$ cat src/rtl/spi_reg_ctrl.sv
`default_nettype none
// ============================================================================
// spi_reg_ctrl : SPI frame parser driving an 8-bit register bank (rev 1.0)
// Optional burst (address auto-increment) mode: define SPI_AUTOINC_EN.
// ============================================================================
module spi_reg_ctrl #(
    parameter int NREGS = 8,
    parameter int AW    = 3
) (
    input  logic               clk,
    input  logic               rst_n,
    input  logic               cs,
    input  logic [7:0]         rx_data,
    input  logic               data_valid,
    output logic [7:0]         tx_data,
    output logic               tx_load,
    output logic [NREGS*8-1:0] reg_q,
    output logic               wr_pulse,
    output logic [AW-1:0]      wr_addr,
    output logic               err_addr,
    output logic [7:0]         frame_cnt
);

    typedef enum logic [2:0] {
        S_IDLE = 3'd0,
        S_CMD  = 3'd1,
        S_WR   = 3'd2,
        S_RD   = 3'd3,
        S_SKIP = 3'd4
    } state_t;

    localparam logic [AW-1:0] LAST_ADDR = AW'(NREGS - 1);
    localparam logic [7:0]    NREGS_B   = 8'(NREGS);

    state_t          state_q, state_d;
    logic [AW-1:0]   addr_q, addr_d;
    logic [7:0]      regs_q [NREGS];
    logic [7:0]      regs_d [NREGS];
    logic [7:0]      tx_data_q, tx_data_d;
    logic            tx_load_q, tx_load_d;
    logic            wr_pulse_q, wr_pulse_d;
    logic [AW-1:0]   wr_addr_q, wr_addr_d;
    logic            err_addr_q, err_addr_d;
    logic [7:0]      frame_cnt_q, frame_cnt_d;

    logic            cs_meta_q, cs_s_q, cs_prev_q;
    logic            w_cs_rise;
    logic [AW-1:0]   w_addr_inc;

    // Synchronizer idles high so reset looks like "deselected".
    always_ff @(posedge clk or negedge rst_n) begin
        if (!rst_n) begin
            cs_meta_q <= 1'b1;
            cs_s_q    <= 1'b1;
            cs_prev_q <= 1'b1;
        end else begin
            cs_meta_q <= cs;
            cs_s_q    <= cs_meta_q;
            cs_prev_q <= cs_s_q;
        end
    end

    assign w_cs_rise  = cs_s_q & ~cs_prev_q;
    assign w_addr_inc = (addr_q == LAST_ADDR) ? '0 : addr_q + AW'(1);

    always_comb begin
        state_d     = state_q;
        addr_d      = addr_q;
        regs_d      = regs_q;
        tx_data_d   = tx_data_q;
        tx_load_d   = 1'b0;
        wr_pulse_d  = 1'b0;
        wr_addr_d   = wr_addr_q;
        err_addr_d  = err_addr_q;
        frame_cnt_d = frame_cnt_q;

        case (state_q)
            S_IDLE: begin
                if (!cs_s_q) state_d = S_CMD;
            end
            S_CMD: begin
                if (data_valid) begin
                    if ({1'b0, rx_data[6:0]} >= NREGS_B) begin
                        err_addr_d = 1'b1;
                        state_d    = S_SKIP;
                    end else begin
                        addr_d = rx_data[AW-1:0];
                        if (rx_data[7]) begin
                            tx_data_d = regs_q[rx_data[AW-1:0]];
                            tx_load_d = 1'b1;
                            state_d   = S_RD;
                        end else begin
                            state_d = S_WR;
                        end
                    end
                end
            end
            S_WR: begin
                if (data_valid) begin
                    regs_d[addr_q] = rx_data;
                    wr_pulse_d     = 1'b1;
                    wr_addr_d      = addr_q;
`ifdef SPI_AUTOINC_EN
                    addr_d = w_addr_inc;
`else
                    state_d = S_SKIP;
`endif
                end
            end
            S_RD: begin
                // The received byte is a dummy; only its arrival matters.
                if (data_valid) begin
`ifdef SPI_AUTOINC_EN
                    addr_d    = w_addr_inc;
                    tx_data_d = regs_q[w_addr_inc];
                    tx_load_d = 1'b1;
`else
                    state_d = S_SKIP;
`endif
                end
            end
            S_SKIP: begin
                state_d = S_SKIP;
            end
            default: state_d = S_IDLE;
        endcase

        // Frame end wins over the state choice, after the byte was handled.
        if (w_cs_rise) begin
            state_d     = S_IDLE;
            frame_cnt_d = frame_cnt_q + 8'd1;
        end
    end

    always_ff @(posedge clk or negedge rst_n) begin
        if (!rst_n) begin
            state_q     <= S_IDLE;
            addr_q      <= '0;
            regs_q      <= '{default: '0};
            tx_data_q   <= '0;
            tx_load_q   <= 1'b0;
            wr_pulse_q  <= 1'b0;
            wr_addr_q   <= '0;
            err_addr_q  <= 1'b0;
            frame_cnt_q <= '0;
        end else begin
            state_q     <= state_d;
            addr_q      <= addr_d;
            regs_q      <= regs_d;
            tx_data_q   <= tx_data_d;
            tx_load_q   <= tx_load_d;
            wr_pulse_q  <= wr_pulse_d;
            wr_addr_q   <= wr_addr_d;
            err_addr_q  <= err_addr_d;
            frame_cnt_q <= frame_cnt_d;
        end
    end

    for (genvar i = 0; i < NREGS; i++) begin : g_flat
        assign reg_q[8*i +: 8] = regs_q[i];
    end

    assign tx_data   = tx_data_q;
    assign tx_load   = tx_load_q;
    assign wr_pulse  = wr_pulse_q;
    assign wr_addr   = wr_addr_q;
    assign err_addr  = err_addr_q;
    assign frame_cnt = frame_cnt_q;

endmodule
`default_nettype wire

$ cat config.mk
export PLATFORM = sky130hd
export DESIGN_NAME = spi_reg_ctrl
export DESIGN_NICKNAME = d
export VERILOG_FILES = /design/src/rtl/spi_reg_ctrl.sv
export SDC_FILE = /design/constraint.sdc
export NUM_CORES = 1
export LEC_CHECK = 0
export ABC_CLOCK_PERIOD_IN_PS = 2000
export CORE_MARGIN = 2
export CORE_UTILIZATION = 49
export CTS_BUF_LIST = sky130_fd_sc_hd__clkbuf_4
export CTS_CLUSTER_SIZE = 8
export DETAILED_ROUTE_END_ITERATION = 7
export HOLD_SLACK_MARGIN = 0.1
export PLACE_DENSITY = 0.79
export REMOVE_ABC_BUFFERS = 1
export SKIP_CTS_REPAIR_TIMING = 1
export SLEW_MARGIN = 20
export SYNTH_ARGS = -nofsm -noshare
export SYNTH_HDL_FRONTEND = slang
export SYNTH_SLANG_ARGS = --single-unit
$ cat constraint.sdc
create_clock -name clk -period 2 [get_ports clk]
set_input_delay 0.4 -clock clk [delete_from_list [all_inputs] [get_ports clk]]
set_output_delay 0.4 -clock clk [all_outputs]
set_load 0.01 [all_outputs]
Yosys cells after proc, flatten, opt, wreduce, memory -nomap -nowiden
Index checks and enable logic that the tools add are counted.
{ "totals": {"reg_bits": 95, "elab_cells": 63} }
{ "classes": {"addsub": 1, "order_cmp": 4, "n_eq_ne": 7, "mux": 19, "n_bitwise": 5, "n_reduce_logical": 8} }
{ "ops": {"columns": ["op", "n"], "rows": [
  ["$bwmux 64", 1],
  ["$bmux 8 s3", 1],
  ["$demux 8 s3", 1],
  ["$mux 8", 3],
  ["$mux 3", 5],
  ["$pmux 3 s4", 1],
  ["$reduce_and 3->1", 3],
  ["$add 8x1->8 const B", 1],
  ["$ge 4x4->1 const B", 2],
  ["$not 3->4", 2],
  ["$ge 7x4->1 const B", 1],
  ["$mux 1", 7],
  ["$eq 3x2->1 const B", 2],
  ["$ne 3x3->1 const B", 2],
  ["$lt 4x1->1 const B", 1],
  ["$reduce_and 4->1", 1],
  ["$eq 3x1->1 const B", 1],
  ["$eq 3x3->1 const B", 1],
  ["$logic_not 3->1", 1],
  ["$ne 3x1->1 const B", 1],
  ["$not 1->1", 2],
  ["$reduce_and 2->1", 1],
  ["$reduce_or 2->1", 1],
  ["$and 1x1->1", 1],
  ["$logic_and 1x1->1", 1]
]} }

Longest topological paths before layout
{ "depth": {"ltp_word": 6, "ltp_mapped": 5} }

Worst setup path after synthesis
OpenSTA, ideal clock, no wires.
{ "synth_timing": {"path_type": "in2reg", "startpoint": "input port rx_data[0]", "endpoint": "register tx_data_q[1] (netlist: tx_data[1])", "setup_ns": 0.125, "arrival_time_ns": 1.681, "t_required_ns": 1.875, "setup_slack_ns": 0.194, "path_stages": 5, "cell_sequence": "buf_6 > buf_2 > mux4_2 > mux2_2 > mux2_2"} }
{ "synth_via": {"elab_chain_cells": 4, "elab_cells_between_ends": 7, "cone_classes": "1 x order compare; 3 x mux; 2 x bitwise; 1 x reduce/logical"} }
{ "synth_rtl": {"columns": ["element", "line", "rtl"], "rows": [
  ["start, declared", "13", "input logic [7:0] rx_data,"],
  ["branches (longest 4 deep; another with $ge 7x4->1)", null, null],
  ["end signal, assigned", "150", "tx_data_q <= tx_data_d;"],
  ["end, declared", "39", "logic [7:0] tx_data_q, tx_data_d;"]
]} }
Parallel ways; which one is timed is not known. The select of a mux whose other input is x is not followed.
A chain may end at the register's enable or synchronous reset.

Final worst setup path
{ "layout_timing": {"startpoint": "register frame_cnt_q[1] (netlist: frame_cnt[1])", "endpoint": "output port frame_cnt[1]"} }
{ "layout_rtl": {"columns": ["element", "line", "rtl"], "rows": [
  ["start, declared", "44", "logic [7:0] frame_cnt_q, frame_cnt_d;"],
  ["start signal, assigned", "155", "frame_cnt_q <= frame_cnt_d;"],
  ["end, declared", "21", "output logic [7:0] frame_cnt"]
]} }
No word-level cell between the ends.

==> insert_results.sql <==
INSERT INTO impl_metrics (metric_group, metric, value, unit) VALUES
('die', 'ioPinCount', '98', ''),
('timing', 'relSlewSlack', '63.7', '%'),
('global_route', 'initial_antenna_violation_count', '0', ''),
('timing', 'setup_viol', '0', ''),
('setup_path', 'cp.arrival', '1.49', 'ns'),
('clock_network', 'tritoncts_num_sinks', '95', ''),
('setup_path', 'worst_setup_ep_type', 'output pin', ''),
('synth', 'synth_top_flop_cell', 'sky130_fd_sc_hd__dfrtp_1', ''),
('drt', 'drtAntennaViolNets', '0', ''),
('synth', 'asyncSetResetFlopFracSynth', '100', '%'),
('drt', 'route.met3.wl', '413', 'um'),
('clock_network', 'ctsRootBufferMaster', 'sky130_fd_sc_hd__clkbuf_4', ''),
('cells_and_area', 'nets_final', '413', ''),
('setup_path', 'crit_slowest_cell', 'sky130_fd_sc_hd__clkdlybuf4s50_1', ''),
('setup_path', 'timing.rr.end', 'reg_q[39]', ''),
('power', 'switching_power', '1.13', 'mW'),
('die', 'dieArea', '9450', 'um2'),
('synth', 'synthesis.area_per_instance', '15.6', 'um2'),
('synth', 'synth_area_leader_cell', 'sky130_fd_sc_hd__dfrtp_1', ''),
('place', 'placedInstanceArea', '5600', 'um2'),
('timing', 'finalClockSkew', '0.0245', 'ns'),
('synth', 'synthDominantCellAreaShare', '54.1', '%'),
('synth', 'netlist-cell-type-count', '37', ''),
('timing', 'final_hold_viol_count', '0', ''),
('power', 'powerDensity', '684', 'nW/um2'),
('die', 'die-width', '97.2', 'um'),
('cells_and_area', 'post_route_cells_drive_above_1_share', '38.8', '%'),
('synth', 'syn-instance-count', '273', ''),
('drt', 'met2_wire_length', '4790', 'um'),
('clock_network', 'clockBufferDepth', '2', ''),
('synth', 'top_area_cells_in_the_synthesized_netlist', 'sky130_fd_sc_hd__dfrtp_1, sky130_fd_sc_hd__mux2_2, sky130_fd_sc_hd__mux4_1', ''),
('status', 'status', 'finished, final reports clean', ''),
('worst_hold_path', 'holdCritPathClass', 'input pin to flip-flop', ''),
('worst_hold_path', 'hold-path-cell-count', '1', ''),
('global_route', 'grt_start_max_net_pins', '96', ''),
('global_route', 'first_global_vias', '2880', ''),
('global_route', 'global_route_wire_length_before_repair', '15800', 'um'),
('setup_path', 'cp_launch_point', 'frame_cnt[1]', ''),
('worst_hold_path', 'worst_hold_startpoint', 'cs', ''),
('power', 'portion_of_total_power_attributed_to_the_clock_network', '28.1', '%'),
('timing', 'tightest_pin_transition', '0.544', 'ns'),
('cells_and_area', 'diodes', '0', ''),
('synth', 'synth.cell_area', '4260', 'um2'),
('power', 'irDropWorstVdd', '0.000410', 'V'),
('synth', 'synth_commonest_cells', 'sky130_fd_sc_hd__dfrtp_1, sky130_fd_sc_hd__mux2_2, sky130_fd_sc_hd__nand2_1, sky130_fd_sc_hd__clkbuf_1', ''),
('flow_run', 'cap_viol_max_count', '0', ''),
('setup_path', 'timing.reg2reg.worst_path_depth', '5', ''),
('place', 'place_hpwl', '6990', 'um'),
('clock_network', 'cts-buffers-inserted', '9', ''),
('setup_path', 'cpLargestDelayFamily', 'buffers and inverters', ''),
('timing', 'timing_max_transition_violations_final', '0', ''),
('drt', 'drtPass1Iterations', '4', ''),
('worst_hold_path', 'hold_path_end', 'cs_meta_q', ''),
('clock_network', 'cts-htree-levels', '3', ''),
('die', 'die-height', '97.2', 'um'),
('clock_network', 'clkTransAtPathRegs', '0.15', 'ns'),
('timing', 'post-route-min-period', '1.89', 'ns'),
('drt', 'route.detailed.drc', '0', ''),
('setup_path', 'regToRegStartpoint', 'state_q[2]', ''),
('clock_network', 'clk_latency', '0.46', 'ns'),
('drt', 'route.final.wire_length', '9850', 'um'),
('drt', 'vias', '2818', ''),
('setup_path', 'cp.buffers_inverters', '1', ''),
('power', 'total_leakage_power', '2.74', 'nW'),
('global_route', 'grt_overflow', '0', ''),
('timing', 'tns', '0', 'ns'),
('timing', 'clock.fmax', '528', 'MHz'),
('drt', 'drt_first_iter_violations', '96', ''),
('power', 'power.combinational.fraction', '15.5', '%'),
('timing', 'layout_worst_path_cycle_share', '94.7', '%'),
('power', 'power.switching_fraction', '28.6', '%');
-- metrics by stage --
stage | worst slack [ns] | std cells | power [mW] | hold WS, ns | utilization (%)
after CTS | 0.0753 | 512 | 3.97 | -0.0320 | 67.3
after global placement | -0.308 | 496 | 2.84 | 0.346 | 65.5
final | 0.106 | 513 | 3.94 | 0.330 | 67.4
after floorplan | 0.0115 | 255 | 2.47 | 0.104 | -
after detailed placement | -0.353 | 496 | 2.87 | 0.347 | 65.5
after global routing | 0.0173 | 513 | 4.12 | 0.322 | 67.4
-- layout by cell type (no fill, tap or decap), types with 2 or more instances in the layout --
cell,instances
sky130_fd_sc_hd__inv_6,4
sky130_fd_sc_hd__buf_12,5
sky130_fd_sc_hd__dfstp_2,3
sky130_fd_sc_hd__mux2_2,84
sky130_fd_sc_hd__nor4b_4,2
sky130_fd_sc_hd__nand2_1,14
sky130_fd_sc_hd__clkbuf_4,9
sky130_fd_sc_hd__clkdlybuf4s50_1,96
sky130_fd_sc_hd__nand4_1,4
sky130_fd_sc_hd__nor2_1,2
sky130_fd_sc_hd__dfrtp_1,92
sky130_fd_sc_hd__mux4_2,8
sky130_fd_sc_hd__buf_4,32
sky130_fd_sc_hd__a21oi_1,2
sky130_fd_sc_hd__mux4_1,8
sky130_fd_sc_hd__inv_1,3
sky130_fd_sc_hd__nor2b_1,4
sky130_fd_sc_hd__xnor2_1,6
sky130_fd_sc_hd__nor3_1,2
sky130_fd_sc_hd__nand3_1,3
sky130_fd_sc_hd__nand4b_2,2
-- per-layer routing --
layer  GRT usage [%]  vias to the layer above
met5               0                        -
met4            7.69                        0
met3            2.95                       14
met2            33.7                       77
met1            31.5                     1457
li1                -                     1270
-- power groups by stage --
stage	registers, mW	clock network, mW	logic (mW)
floorplan	2.26	0	0.209
global placement	2.24	0	0.598
detailed placement	2.25	0	0.617
CTS	2.22	1.13	0.618
global route	2.25	1.21	0.661
finish	2.22	1.11	0.612
-- worst max-delay path by stage --
stage / endpoint / cells past startpoint
6_report: frame_cnt[1] / 1
5_1_grt: frame_cnt[1] / 1
4_1_cts: frame_cnt[1] / 1
3_5_place_dp: tx_data[3] / 5
3_3_place_gp: tx_data[7] / 5
2_1_floorplan: reg_q[32] / 3
-- flip-flops by register name, indices dropped and copies added, names as in the netlist, 3 cells and up --
name       cells
addr_q         3
tx_data        8
reg_q         64
frame_cnt      8
wr_addr        3
state_q        3
-- worst register-to-register path, stage by stage (launching register included) --
cell and delay (ns):
sky130_fd_sc_hd__dfrtp_1 0.47, sky130_fd_sc_hd__nand4bb_1 0.20, sky130_fd_sc_hd__buf_4 0.19, sky130_fd_sc_hd__nor4b_4 0.30
sky130_fd_sc_hd__buf_4 0.21, sky130_fd_sc_hd__mux2_2 0.33
-- cell type report --
type / instances / area [um2] / share of cell area (%)
clock buffers: 9 / 67.6 / 1.17
clock inverters: 7 / 86.3 / 1.50
inverters: 4 / 15.0 / 0.261
multi-input cells: 156 / 1760 / 30.6
flip-flops and latches: 95 / 2380 / 41.3
well taps: 108 / 135 / 2.35
repair buffers: 134 / 1310 / 22.8
-- cells by family after synthesis --
kind of cell | after synthesis | synth area share (%)
muxes | 100 | 31.4
DFF | 95 | 55.9
and+or+nand+nor | 41 | 7.20
buffers and inverters | 22 | 2.64
AOI/OAI and AO/OA | 7 | 1.12
xor gates and xnor gates | 7 | 1.44
adders and majority gates | 1 | 0.294
Note: power is estimated with default switching activity, not from simulation.
